$ cat src/rtl/program_loader.sv
// Serial program loader: frames a byte stream into 16-bit words, writes them to the
// instruction ROM and holds the core in reset until a load passes its checksum.
module program_loader #(
   parameter int unsigned DEPTH  = 16,
   parameter int unsigned ADDR_W = 8,
   parameter logic [7:0]  SYNC   = 8'hA5
) (
   input  logic              clk,
   input  logic              rst,
   input  logic              in_valid,
   input  logic [7:0]        in_data,
   output logic              in_ready,
   output logic              mem_we,
   output logic [ADDR_W-1:0] mem_addr,
   output logic [15:0]       mem_wdata,
   output logic              cpu_rst,
   output logic              done,
   output logic              err
);

   typedef enum logic [2:0] {
      StIdle, StCount, StHi, StLo, StWrite, StCheck, StDone, StErr
   } state_e;

   state_e            state_q, state_d;
   logic [ADDR_W-1:0] count_q, count_d;
   logic [ADDR_W-1:0] idx_q, idx_d;
   logic [ADDR_W-1:0] addr_q, addr_d;
   logic [7:0]        sum_q, sum_d;
   logic [7:0]        hi_q, hi_d;
   logic [15:0]       wdata_q, wdata_d;
   logic              xfer;

   assign xfer = in_valid && in_ready;

   // State and datapath registers, synchronous reset.
   always_ff @(posedge clk) begin
      if (rst) begin
         state_q <= StIdle;
         count_q <= '0;
         idx_q   <= '0;
         addr_q  <= '0;
         sum_q   <= '0;
         hi_q    <= '0;
         wdata_q <= '0;
      end else begin
         state_q <= state_d;
         count_q <= count_d;
         idx_q   <= idx_d;
         addr_q  <= addr_d;
         sum_q   <= sum_d;
         hi_q    <= hi_d;
         wdata_q <= wdata_d;
      end
   end

   // Frame parser: next state, running checksum, word assembly.
   always_comb begin
      state_d = state_q;
      count_d = count_q;
      idx_d   = idx_q;
      addr_d  = addr_q;
      sum_d   = sum_q;
      hi_d    = hi_q;
      wdata_d = wdata_q;
      case (state_q)
         StIdle, StDone, StErr: begin
            // Anything other than SYNC is swallowed while waiting for a frame.
            if (xfer && in_data == SYNC) begin
               state_d = StCount;
               sum_d   = '0;
               idx_d   = '0;
            end
         end
         StCount: begin
            if (xfer) begin
               if (in_data == 8'd0 || 32'(in_data) > DEPTH) begin
                  state_d = StErr;
               end else begin
                  count_d = ADDR_W'(in_data);
                  sum_d   = in_data;
                  state_d = StHi;
               end
            end
         end
         StHi: begin
            if (xfer) begin
               hi_d    = in_data;
               sum_d   = sum_q + in_data;
               state_d = StLo;
            end
         end
         StLo: begin
            if (xfer) begin
               sum_d   = sum_q + in_data;
               addr_d  = idx_q;
               wdata_d = {hi_q, in_data};
               state_d = StWrite;
            end
         end
         StWrite: begin
            // Index stops at the last word so it never points past the ROM.
            if (idx_q == count_q - ADDR_W'(1)) begin
               state_d = StCheck;
            end else begin
               idx_d   = idx_q + ADDR_W'(1);
               state_d = StHi;
            end
         end
         StCheck: begin
            if (xfer) begin
               state_d = (in_data == sum_q) ? StDone : StErr;
            end
         end
         default: state_d = StIdle;
      endcase
   end

   // Outputs decoded from state; rst masks strobes in the cycle it is asserted.
   always_comb begin
      in_ready  = !rst && (state_q != StWrite);
      mem_we    = !rst && (state_q == StWrite);
      mem_addr  = addr_q;
      mem_wdata = wdata_q;
      cpu_rst   = rst || (state_q != StDone);
      done      = !rst && (state_q == StDone);
      err       = !rst && (state_q == StErr);
   end

endmodule

$ cat config.mk
export PLATFORM = sky130hd
export DESIGN_NAME = program_loader
export DESIGN_NICKNAME = d
export VERILOG_FILES = /design/src/rtl/program_loader.sv
export SDC_FILE = /design/constraint.sdc
export NUM_CORES = 1
export LEC_CHECK = 0
export BUFFER_PORTS_ARGS = -buffer_cell sky130_fd_sc_hd__buf_2
export CORE_MARGIN = 2
export CORE_UTILIZATION = 45
export CTS_BUF_LIST = sky130_fd_sc_hd__clkbuf_8
export DETAILED_ROUTE_END_ITERATION = 10
export HOLD_SLACK_MARGIN = 0.05
export PLACE_DENSITY = 0.74
export SETUP_SLACK_MARGIN = 0.05
export SLEW_MARGIN = 5
export SYNTH_ARGS = -nofsm -noshare
export SYNTH_HDL_FRONTEND = slang
export SYNTH_SLANG_ARGS = --single-unit
$ cat constraint.sdc
create_clock -name clk -period 2.7 [get_ports clk]
set_input_delay 0.405 -clock clk [delete_from_list [all_inputs] [get_ports clk]]
set_output_delay 0.405 -clock clk [all_outputs]
set_load 0.05 [all_outputs]
==> results.md <==
* Fmax at 394.4 MHz
* Via count at 2,730
* Setup TNS at 0 ps
* Input/output buffers at 39
* Post-route ant nets at 0
* Cts repair resizes at 0
* CTS Sinks at 59
* Max_cap viols at 0
* Clk Latency, worst-skew pair at 340 ps
* Max Slew Vio Count at 0
* Mean routed wirelength per cell at 14.96 µm
* Hold buffers post-CTS at 0
* Setup Buffers After CTS at 0
* Overflow after GRT at 0
* Post-synthesis sequential area ratio at 38.03%
* CP Max Fanout at 8
* Crit path time final at 2536 ps
* Via density at 5.747
* Synth async-reset ratio at 0%
* Synthesized cell area at 3105 µm²
* First-pass GRT wire length at 11,990 µm
* CP required at 2960 ps
* Initial antenna violation count at 0
* TritonCTS buffer count at 9
* Synth cell types at 56
* Share of layout cells above drive strength 1 at 19.49%
* CTS H-tree lvls at 3
* Fin crit share at 93.91%
* CTS root buf: clkbuf_8
* Slew HR at 62.14%
* Unrepaired setup endpoints after global routing: false
* TritonCTS clock tree: yes
* Total GRT Usage at 19.90%
* Yosys reg bits at 59
* Die W at 87.07 µm
* Largest net degree at the start of global routing at 45
* Most common cell after layout, fill and taps aside: dfxtp_1
* Critical Path Start Type: register
* Yosys warning total at 0
* Mean Syn Cell Area at 8.975 µm²
* Core area at 6719 µm²
* Fillers at 626
* Top FF cell, synth: dfxtp_1
* Area grow syn2layout at 15.91%
* HPWL Detailed at 4981 µm
* Most frequent cells in the layout: dfxtp_1 (59), nor2_1 (55), buf_2 (39)
* DIE AREA at 7581 µm²
* DRC Markers at 0
* Max VDD drop at 0.3570 mV
* Post-synth EDFFs at 0
* # rows at 30
* Worst min path class: in2reg
* Die Height at 87.07 µm
* Drt initial violations at 205
* Power per Cell Area at 448.7 nW/µm²
* Endpoints failing hold at 0
* Leak at 1.705 nW
* Total iterations of the first detailed-routing run at 4
* Diodes inserted at 0
* Routed WL at 7107 µm
* Clock-pin transition on the worst setup and hold timing paths at 60 ps
* Clk buf depth at 2
* WS Path Type: reg2reg
* Final net count at 414
* Clock Skews at 3.057 ps
* IO Count at 40
* Finished Core Util at 53.58%
* Vias in the first global route at 2,615
* Status: completed
* Crit. End Element: register
* CP arrival at 2790 ps
* Post-Synthesis Cells at 346
* Initial Utilization at 46.22%
* Slew at the pin with the worst max-slew slack at 560.3 ps
* Setup violations, final at 0
* Mapped Nets at 369
* RD Place Congestion at 0.8331
worst max-delay path, stage by stage, from the launching register on:
cell       delay (ps)
dfxtp_1           360
inv_1              80
ha_1              170
or3b_4            390
or4_4             510
a2111oi_4         390
o211a_4           280
nor3_2             70
a211oi_2          220
synthesized netlist by cell type (2+ instances only):
master / number / area [µm²]
nand2_1: 11 / 41.29
or2_2: 3 / 18.77
mux2i_1: 38 / 380.4
nand4_1: 4 / 25.02
and2_1: 3 / 18.77
a211o_1: 2 / 17.52
and3_1: 4 / 25.02
a22oi_1: 5 / 37.54
nor3_1: 7 / 35.03
clkbuf_1: 13 / 48.80
a31oi_1: 4 / 25.02
nand3_1: 10 / 50.05
xor2_1: 4 / 35.03
ha_1: 11 / 137.6
inv_1: 8 / 30.03
a211oi_1: 6 / 45.04
or3_1: 6 / 37.54
nand3b_1: 2 / 15.01
xnor2_1: 11 / 96.34
buf_2: 2 / 10.01
a21oi_1: 15 / 75.07
nor2_1: 55 / 206.5
nor2b_1: 4 / 25.02
o22ai_1: 3 / 18.77
dfxtp_1: 59 / 1181
nor4bb_1: 2 / 20.02
or4_1: 2 / 15.01
nor4_1: 3 / 18.77
a21o_1: 2 / 15.01
o21ai_0: 11 / 55.05
nand2b_1: 4 / 25.02
o211ai_1: 4 / 30.03
and3b_1: 2 / 17.52
nor3b_1: 4 / 30.03
report_power, final:
part,total [W],switching [W],internal (W)
logic,0.0000747,0.0000494,0.0000253
clock network,0.000669,0.000329,0.000341
registers,0.000871,0.000000282,0.000871
total,0.00162,0.000379,0.00124
stage by stage:
step | setup slack, ps | total power [W] | hold slack (ps) | std cells | cell area, µm²
floorplan | 253.2 | 0.0009313 | 450.0 | 346 | 3105
global placement | 239.5 | 0.0009635 | 461.7 | 459 | 3410
detailed placement | 144.4 | 0.0009641 | 478.5 | 459 | 3410
CTS | 135.9 | 0.001633 | 398.2 | 474 | 3570
global route | 63.74 | 0.001678 | 435.2 | 475 | 3600
finish | 164.3 | 0.001615 | 420.2 | 475 | 3600
routing by layer:
layer | part of all wire [%] | vias up | routed length (µm) | GRT usage, %
met5 | 0 | - | 0 | 0
met3 | 4.9 | 10 | 350 | 6.730
li1 | - | 1339 | - | -
met2 | 51 | 76 | 3596 | 34.28
met4 | 0.93 | 0 | 66 | 6.392
met1 | 44 | 1305 | 3094 | 23.13
cell type report:
type                    count  area [µm²]  share of cell area, %
well taps                  80       100.1                  2.781
flip-flops and latches     59        1181                  32.81
repair buffers             50       277.8                  7.716
inverters                   9       33.78                 0.9385
multi-input cells         262        1847                  51.30
clock buffers              10       137.6                  3.823
clock inverters             5       22.52                 0.6257
state kept, by name (all words and copies together), names as in the netlist:
register	flops
mem_wdata	16
hi_q	8
mem_addr	8
count_q	8
state_q	3
idx_q	8
sum_q	8
cells by family after synthesis:
kind of cell,count (synthesis),share of synthesized area (%)
AO/OA/AOI/OAI,64,14.83
buffers and inverters,26,3.465
AND/OR/NAND/NOR,132,22.12
multiplexers,38,12.25
adder cells (fa/ha/maj),12,5.077
XOR/XNOR,15,4.230
flip-flops,59,38.03
path summary, 6_finish.rpt:
| check | startpoint | end | slack (ps) | cells after the start |
|---|---|---|---|---|
| min | in_data[6] | mem_wdata[6]$_SDFFE_PP0P_ | 420 | 3 |
| max reg2reg | count_q[0]$_SDFFE_PP0P_ | state_q[0]$_SDFFE_PP0P_ | 160 | 8 |
| max | count_q[0]$_SDFFE_PP0P_ | state_q[0]$_SDFFE_PP0P_ | 160 | 8 |
| min reg2reg | sum_q[5]$_SDFFE_PP0P_ | sum_q[5]$_SDFFE_PP0P_ | 480 | 2 |
(Power assumes the default switching activity.)
